[src/rtl/usb_rx_hdr_framer.sv]
// Receive-side header-packet framer: strips SKP symbols, detects SHP x3 + EPF,
// packs the payload into little-endian words and queues them in a FWFT FIFO.
module usb_rx_hdr_framer #(
  parameter int FIFO_DEPTH = 8,
  parameter int HDR_BYTES  = 16
) (
  input  logic        PHY_CLK,
  input  logic        PHY_RST,
  input  logic [7:0]  RX_DATA,
  input  logic        RX_DATAK,
  input  logic        RX_VALID,
  input  logic [2:0]  RX_STATUS,
  input  logic        HDR_READY,
  output logic        HDR_VALID,
  output logic [31:0] HDR_DATA,
  output logic        HDR_SOP,
  output logic        HDR_EOP,
  output logic        HDR_ERR,
  output logic [7:0]  SKP_CNT,
  output logic [7:0]  DROP_CNT,
  output logic [7:0]  ERR_CNT,
  output logic        FRAMER_BUSY
);

  localparam int AW    = $clog2(FIFO_DEPTH);
  localparam int IW    = $clog2(HDR_BYTES);
  localparam int WORDS = HDR_BYTES / 4;

  localparam logic [2:0] IDLE    = 3'd0;
  localparam logic [2:0] SYNC1   = 3'd1;
  localparam logic [2:0] SYNC2   = 3'd2;
  localparam logic [2:0] SYNC3   = 3'd3;
  localparam logic [2:0] PAYLOAD = 3'd4;

  logic [2:0]    r_state;
  logic [IW-1:0] r_idx;
  logic          r_errflag;
  logic [23:0]   r_bytes;
  logic [7:0]    r_skp_cnt;
  logic [7:0]    r_drop_cnt;
  logic [7:0]    r_err_cnt;

  logic [34:0]   r_mem [FIFO_DEPTH];
  logic [AW-1:0] r_wptr;
  logic [AW-1:0] r_rptr;
  logic [AW:0]   r_count;

  logic        w_skp;
  logic        w_sym;
  logic        w_shp;
  logic        w_epf;
  logic        w_stat_err;
  logic        w_byte_err;
  logic        w_last;
  logic        w_sop;
  logic        w_word_err;
  logic        w_push;
  logic        w_pop;
  logic        w_space;
  logic [34:0] w_head;
  logic        w_unused;

  assign w_skp      = RX_VALID && RX_DATAK && (RX_DATA == 8'h3C);
  assign w_sym      = RX_VALID && !w_skp;
  assign w_shp      = RX_DATAK && (RX_DATA == 8'h5C);
  assign w_epf      = RX_DATAK && (RX_DATA == 8'hFB);
  assign w_stat_err = RX_STATUS[2];
  assign w_byte_err = w_stat_err || RX_DATAK;
  assign w_last     = (r_idx == IW'(HDR_BYTES - 1));
  assign w_sop      = (r_idx == IW'(3));
  assign w_word_err = w_last && (r_errflag || w_byte_err);
  assign w_push     = w_sym && (r_state == PAYLOAD) && (r_idx[1:0] == 2'b11);
  assign w_pop      = HDR_VALID && HDR_READY;
  assign w_unused   = ^RX_STATUS[1:0];

  // Room for a whole packet is reserved at EPF; a pop on the same edge is not credited.
  assign w_space = ({{(31 - AW){1'b0}}, r_count} + 32'(WORDS)) <= 32'(FIFO_DEPTH);

  // Framing state machine and saturating statistics.
  always_ff @(posedge PHY_CLK or posedge PHY_RST) begin
    if (PHY_RST) begin
      r_state    <= IDLE;
      r_idx      <= '0;
      r_errflag  <= 1'b0;
      r_bytes    <= '0;
      r_skp_cnt  <= '0;
      r_drop_cnt <= '0;
      r_err_cnt  <= '0;
    end else begin
      if (w_skp && (r_skp_cnt != 8'hFF))
        r_skp_cnt <= r_skp_cnt + 8'd1;
      if (w_sym) begin
        case (r_state)
          IDLE:  if (w_shp) r_state <= SYNC1;
          SYNC1: r_state <= (w_shp && !w_stat_err) ? SYNC2 : IDLE;
          SYNC2: r_state <= (w_shp && !w_stat_err) ? SYNC3 : IDLE;
          SYNC3: begin
            if (w_stat_err) begin
              r_state <= IDLE;
            end else if (w_shp) begin
              r_state <= SYNC3;
            end else if (w_epf) begin
              if (w_space) begin
                r_state   <= PAYLOAD;
                r_idx     <= '0;
                r_errflag <= 1'b0;
              end else begin
                r_state <= IDLE;
                if (r_drop_cnt != 8'hFF)
                  r_drop_cnt <= r_drop_cnt + 8'd1;
              end
            end else begin
              r_state <= IDLE;
            end
          end
          PAYLOAD: begin
            r_errflag <= r_errflag || w_byte_err;
            r_idx     <= r_idx + IW'(1);
            case (r_idx[1:0])
              2'd0:    r_bytes[7:0]   <= RX_DATA;
              2'd1:    r_bytes[15:8]  <= RX_DATA;
              2'd2:    r_bytes[23:16] <= RX_DATA;
              default: r_bytes        <= r_bytes;
            endcase
            if (w_last) begin
              r_state <= IDLE;
              if (w_word_err && (r_err_cnt != 8'hFF))
                r_err_cnt <= r_err_cnt + 8'd1;
            end
          end
          default: r_state <= IDLE;
        endcase
      end
    end
  end

  always_ff @(posedge PHY_CLK or posedge PHY_RST) begin
    if (PHY_RST) begin
      r_wptr  <= '0;
      r_rptr  <= '0;
      r_count <= '0;
    end else begin
      if (w_push) r_wptr <= r_wptr + AW'(1);
      if (w_pop)  r_rptr <= r_rptr + AW'(1);
      case ({w_push, w_pop})
        2'b10:   r_count <= r_count + (AW + 1)'(1);
        2'b01:   r_count <= r_count - (AW + 1)'(1);
        default: r_count <= r_count;
      endcase
    end
  end

  always_ff @(posedge PHY_CLK) begin
    if (w_push)
      r_mem[r_wptr] <= {w_word_err, w_last, w_sop, RX_DATA, r_bytes};
  end

  // Head entry falls through; outputs are forced to zero while the FIFO is empty.
  assign w_head      = r_mem[r_rptr];
  assign HDR_VALID   = (r_count != '0);
  assign HDR_DATA    = HDR_VALID ? w_head[31:0] : 32'h0;
  assign HDR_SOP     = HDR_VALID && w_head[32];
  assign HDR_EOP     = HDR_VALID && w_head[33];
  assign HDR_ERR     = HDR_VALID && w_head[34];
  assign SKP_CNT     = r_skp_cnt;
  assign DROP_CNT    = r_drop_cnt;
  assign ERR_CNT     = r_err_cnt;
  assign FRAMER_BUSY = (r_state != IDLE);

endmodule

[config.mk]
export PLATFORM = sky130hd
export DESIGN_NAME = usb_rx_hdr_framer
export DESIGN_NICKNAME = d
export VERILOG_FILES = /design/src/rtl/usb_rx_hdr_framer.sv
export SDC_FILE = /design/constraint.sdc
export NUM_CORES = 1
export LEC_CHECK = 0
export ABC_AREA = 0
export ABC_CLOCK_PERIOD_IN_PS = 4800
export CORE_ASPECT_RATIO = 1.75
export CORE_MARGIN = 4
export CORE_UTILIZATION = 50
export DETAILED_ROUTE_END_ITERATION = 6
export PLACE_DENSITY = 0.81
export SETUP_SLACK_MARGIN = 0.5
export SLEW_MARGIN = 20
export SYNTH_ARGS = -nofsm -noshare
export SYNTH_HDL_FRONTEND = slang
export SYNTH_SLANG_ARGS = --single-unit
[constraint.sdc]
create_clock -name PHY_CLK -period 4.8 [get_ports PHY_CLK]
set_clock_uncertainty 0.05 [all_clocks]
set_input_delay 0.96 -clock PHY_CLK [delete_from_list [all_inputs] [get_ports PHY_CLK]]
set_output_delay 0.96 -clock PHY_CLK [all_outputs]
set_load 0.01 [all_outputs]
==> flow_summary.yaml, run 1 <==
outcome:
  outcome: "complete, no violations"
timing:
  period_minus_slack_ps: 4100
  finalMaxSlewViolations: 0
  fin_crit_sh: 0.853
  fmax_ghz: 0.244
  setup_viol: 0
  hold_viol_final: 0
  slew_headroom: 0.357
  worst_pin_slew_ps: 963
  rsz0062_at_grt: "false"
placement:
  placed_area_um2: 15200
  dp_hpwl_um: 16000
  gp_routability_congestion: 0.765
  portBuffers: 74
worst_setup_path:
  rr_endpoint: "ERR_CNT[1]"
  crit_path_max_incr_delay_ps: 850
  cp.required_ps: 3790
  worst-r2r-cell-count: 6
  worstPathMaxFanout: 31
  r2r-start: "r_idx[1]"
  endpoint_kind: "output port"
  rrSetupSlack_ps: 2070
  arrival_ps: 3090
  worstSetupPathType: "reg -> out"
  path_cells: "buf_4 > mux4_2 > mux2i_1 > nor2_1 > clkdlybuf4s50_1"
  crit_slowest_cell: "dfrtp_4"
  startpoint_type: "register"
final_layout:
  drive_gt1_frac: 0.239
  fin_nets: 848
  fin_area_um2: 16200
  postLayoutCoreUtil: 0.594
  antenna_cells: 0
  area_growth_pct: 17.6
global_route:
  grt_max_degree: 40
  grt_usage: 0.186
  grt_remaining_overflow: 0
  grt_pass1_vias: 7473
  antenna_found_initial: 0
  grt_pass1_wl_um: 43300
synth:
  yosysTopAreaCell: "edfxtp_1"
  synth_common_cells: "edfxtp_1, mux4_2, dfrtp_1, nor2_1, mux2i_1"
  synthCells: 711
  yosysWarningCount: 0
  ys_ff_latch: 346
  syn_area_um2: 13700
  synth_cell_types: 50
  netlist_top_cells_area: "edfxtp_1, dfrtp_1, mux4_2"
  syn_nets: 739
  synth_edf_count: 280
  ys.flop_type: "edfxtp_1"
  yosysSeqAreaShare: 0.732
  syn-mean-instance-area_um2: 19.3
  synth_top_area_share: 0.612
  async_flop_share: 0.191
  yosysMostFrequentCell: "edfxtp_1"
routing:
  postRouteWirelength_um: 27400
  viasPerCell: 5.68
  vias: 6882
  route.detailed.drc: 0
  routedWlPerCell_um: 22.6
  drt_iter0_drc: 454
  firstDrtPassIters: 6
  postRouteAntennaNets: 0
cts:
  clock_path_buffers: 3
  path_clk_slew_ps: 70
  holdBufCountCts: 0
  cts_setup_buffers: 0
  insertion_delay_ps: 550
  clockRootBuffer: "clkbuf_16"
  cts_tree: "built"
  cts_sinks: 346
  post_cts_resized: 0
  cts_buffers: 28
  htreeDepth: 1
floorplanning:
  ios: 77
  die_area_um2: 30300
  die_h_um: 227
  die_w_um: 133
  rows: 80
  core_area_um2: 27200
  start_util: 0.505
pwr:
  power_leakage_nw: 5.22
  power_frac_clock: 0.420
  seqPwrFrac: 0.564
  p_comb_frac: 0.016
  ir_worst_vdd_v: 0.000249
  p_int_mw: 4.63
  p_sw_mw: 1.09
  total_power_mw: 5.72
  netSwitchingFraction: 0.191
  power.density_nw_per_um2: 354
min_path:
  hp-class: "reg -> reg"
  min_from: "SKP_CNT[4]"
  min_path_cells: 1
  min_to: "SKP_CNT[4]"
run:
  max-cap-violations: 0
## per-stage QoR
stage / setup WS (ps) / TNS, ps / instances / hold slack (ps)
4_1_cts: 615 / 0 / 1211 / 445
3_5_place_dp: 794 / 0 / 1159 / 430
6_report: 705 / 0 / 1211 / 444
2_1_floorplan: -821 / -57480 / 711 / 423
3_3_place_gp: 817 / 0 / 1159 / 429
5_1_grt: 510 / 0 / 1211 / 464
## metal layers
layer / wire, um / vias to the layer above / GRT usage
met5: 0 / - / 0
met4: 645 / 0 / 0.0558
met3: 1200 / 40 / 0.0221
met2: 15100 / 171 / 0.344
met1: 10400 / 3628 / 0.231
li1: - / 3043 / -
## power groups by stage
| stage | clock network [mW] | registers, mW | logic (mW) |
|---|---|---|---|
| after global routing | 2.58 | 3.23 | 0.102 |
| after global placement | 0 | 3.29 | 0.0927 |
| final | 2.40 | 3.23 | 0.0933 |
| after detailed placement | 0 | 3.29 | 0.0941 |
| after CTS | 2.43 | 3.23 | 0.0949 |
| after floorplan | 0 | 3.29 | 0.0396 |
## layout by cell type, fill, tap and decap left out, drive strengths merged, types with 3 or more instances in the layout
master / netlist / final
xor2: 12 / 12
a31oi: 3 / 3
nand4: 9 / 9
nand3: 10 / 10
nor3: 11 / 11
buf: 13 / 34
ha: 12 / 12
clkdlybuf4s50: 0 / 74
and3: 5 / 5
or2: 3 / 3
clkbuf: 16 / 34
and4: 3 / 3
a21oi: 5 / 5
mux2i: 36 / 36
dfrtp: 66 / 66
mux4: 70 / 70
o31ai: 4 / 4
bufinv: 0 / 4
clkinv: 0 / 10
nand2: 18 / 18
xnor2: 18 / 18
and2: 4 / 4
mux2: 30 / 30
nor2: 49 / 49
inv: 7 / 9
o21ai: 5 / 5
edfxtp: 280 / 280
## state kept, by name, indices dropped and copies added, names as in the netlist, 3 cells and up
signal	flops
r_idx	4
DROP_CNT	8
r_rptr	3
r_count	4
r_wptr	3
ERR_CNT	8
r_state	3
r_mem	280
SKP_CNT	8
r_bytes	24
## kinds of logic (layout without fill, tap and decap cells)
family | count (synthesis) | in the layout | share of synthesized area
mux | 136 | 136 | 0.165
buf+inv | 36 | 167 | 0.0108
fa+ha+maj | 12 | 12 | 0.0109
compound gates | 25 | 25 | 0.0132
simple gates | 126 | 126 | 0.0485
xor+xnor | 30 | 30 | 0.0191
flops | 346 | 346 | 0.732
## how the worst max path moves through the flow
stage               startpoint     endpoint  slack [ps]  depth (start not counted)
finish               r_rptr[0]  HDR_DATA[2]         700                          5
global route         r_rptr[0]  HDR_DATA[2]         510                          5
CTS                  r_rptr[0]      HDR_EOP         620                          5
detailed placement  RX_DATA[3]   r_count[2]         790                         12
global placement    RX_DATA[3]   r_count[2]         820                         12
floorplan           RX_DATA[7]  r_mem[0][0]        -820                          5
## cell type report
cell class / count / area, um^2
fillers: 1986 / 11100
repair buffers: 108 / 1050
clock buffers: 34 / 774
clock inverters: 18 / 203
inverters: 7 / 26.3
flip-flops and latches: 346 / 10100
multi-input cells: 329 / 3580
well taps: 369 / 462
## critical path: cells and delay by family, from the launching register on
kind                   cells  cell delay [ps]
multiplexers               2              740
flip-flops                 1              850
buffers and inverters      2              860
AND/OR/NAND/NOR            1               60
No activity file was read; power rests on OpenSTA's default activity.
==> inputs of run 2 (changes only) <==
==> constraint.sdc (replaced) <==
create_clock -name PHY_CLK -period 4.8 [get_ports PHY_CLK]
set_clock_uncertainty 0.05 [all_clocks]
set_input_delay 0.48 -clock PHY_CLK [delete_from_list [all_inputs] [get_ports PHY_CLK]]
set_output_delay 0.48 -clock PHY_CLK [all_outputs]
set_load 0.01 [all_outputs]
==> run 2 against run 1 <==
Effect of this change:
- via count up 0.52%
- maximum frequency up 9.1%
- largest cell class unchanged
- critical path type unchanged
- highest routed layer unchanged
- sequential cell count unchanged
- die area unchanged
- routed wire length about the same
- largest power group unchanged
==> flow_summary.yaml, run 2 (synthesis gave the netlist of run 1 again) <==
timing:
  finalMaxSlewViolations: 0
  slew_headroom: 0.378
  fmax_ghz: 0.266
  rsz0062_at_grt: "false"
  setup_viol: 0
  fin_ws_ps: 1050
  worst_pin_slew_ps: 933
  hold_viol_final: 0
  period_minus_slack_ps: 3750
  fin_crit_sh: 0.782
cts:
  cts_buffers: 28
  clock_path_buffers: 3
  post_cts_resized: 0
  clockRootBuffer: "clkbuf_16"
  holdBufCountCts: 0
  htreeDepth: 1
  cts_sinks: 346
  path_clk_slew_ps: 70
  cts_setup_buffers: 0
  cts_tree: "built"
  insertion_delay_ps: 540
pwr:
  total_power_mw: 6.01
  power.density_nw_per_um2: 370
  ir_worst_vdd_v: 0.000452
  power_leakage_nw: 5.24
  p_sw_mw: 1.10
  p_comb_frac: 0.016
  seqPwrFrac: 0.537
  power_frac_clock: 0.447
  p_int_mw: 4.91
  netSwitchingFraction: 0.183
outcome:
  outcome: "complete, no violations"
placement:
  dpl_worst_slack_ps: 1120
  placed_area_um2: 15100
  dp_hpwl_um: 16300
  portBuffers: 74
  gp_routability_congestion: 0.777
floorplanning:
  die_area_um2: 30300
  die_w_um: 133
  ios: 77
  core_area_um2: 27200
  die_h_um: 227
  rows: 80
  start_util: 0.505
global_route:
  grt_pass1_wl_um: 42700
  grt_usage: 0.185
  grt_max_degree: 41
  antenna_found_initial: 0
  grt_remaining_overflow: 0
  grt_pass1_vias: 7386
final_layout:
  fin_nets: 843
  largest_reg_flops: 280
  drive_gt1_frac: 0.240
  antenna_cells: 0
  final_cell_mix: "edfxtp_1, clkdlybuf4s50_1, mux4_2, dfrtp_1, nor2_1"
  n_fill_cell: 1937
  area_growth_pct: 18.0
  largest-register: "r_mem"
  final_common_cell: "edfxtp_1"
  fin_area_um2: 16200
  reg_top3: "r_mem x280, r_bytes x24"
worst_setup_path:
  worstSetupPathType: "reg -> out"
  path_cells: "buf_4 > mux4_2 > mux2i_1 > nor2_1 > clkdlybuf4s50_1"
  crit_slowest_cell: "dfrtp_4"
  startpoint_type: "register"
  cp_num_buf_inv: 2
  worstPathMaxFanout: 28
  endpoint_kind: "output port"
  critPathTopFamily: "buffers and inverters"
  arrival_ps: 3220
  cp.required_ps: 4270
  crit_path_max_incr_delay_ps: 800
routing:
  firstDrtPassIters: 4
  drt_iter0_drc: 491
  postRouteAntennaNets: 0
  routedWlPerCell_um: 22.7
  vias: 6918
  viasPerCell: 5.74
  postRouteWirelength_um: 27400
  route.detailed.drc: 0
run:
  max-cap-violations: 0
min_path:
  hp-class: "in -> async"
==> run 2: cell types whose count changed in the layout (fill, tap and decap cells not counted), sizes merged <==
cell,delta
clkinv,-3
bufinv,+6
buf,-5
clkbuf,-3
==> run 2: routing by layer <==
layer / wire (um) / part of all wire / track usage
met5: 0 / 0 / 0
met4: 850 / 0.031 / 0.0671
met3: 1230 / 0.045 / 0.0210
met2: 15400 / 0.56 / 0.348
met1: 9930 / 0.36 / 0.218
==> run 2: worst paths after layout <==
check                      slack (ps)  cells after the start           end       start
max                              1050                      5  HDR_DATA[26]   r_rptr[0]
min                               410                      2    SKP_CNT[3]     PHY_RST
max reg2reg                      1930                     11    r_count[2]  r_state[1]
min reg2reg                       450                      1    ERR_CNT[5]  ERR_CNT[5]
max in group asynchronous        3320                      3     r_rptr[0]     PHY_RST
min in group PHY_CLK              450                      1    ERR_CNT[5]  ERR_CNT[5]
==> run 2: through the flow <==
stage	setup TNS, ps	instances	utilization	hold slack [ps]
CTS	0	1206	0.596	419
finish	0	1206	0.596	407
detailed placement	0	1154	0.555	435
global route	0	1206	0.596	469
floorplan	-23880	711	-	423
global placement	0	1154	0.555	429
==> run 2: layout make-up <==
class,count,area (um^2),area share
well taps,369,462,0.0285
clock inverters,21,374,0.0231
multi-input cells,329,3580,0.221
repair buffers,103,971,0.0599
flip-flops and latches,346,10100,0.621
inverters,7,26.3,0.00162
clock buffers,31,733,0.0452
==> run 2: power by group through the flow <==
stage | Combinational, mW | Sequential [mW] | Clock, mW
floorplan | 0.0396 | 3.29 | 0
global placement | 0.0923 | 3.29 | 0
detailed placement | 0.0942 | 3.29 | 0
CTS | 0.0947 | 3.23 | 2.73
global route | 0.102 | 3.23 | 2.86
finish | 0.0940 | 3.23 | 2.68
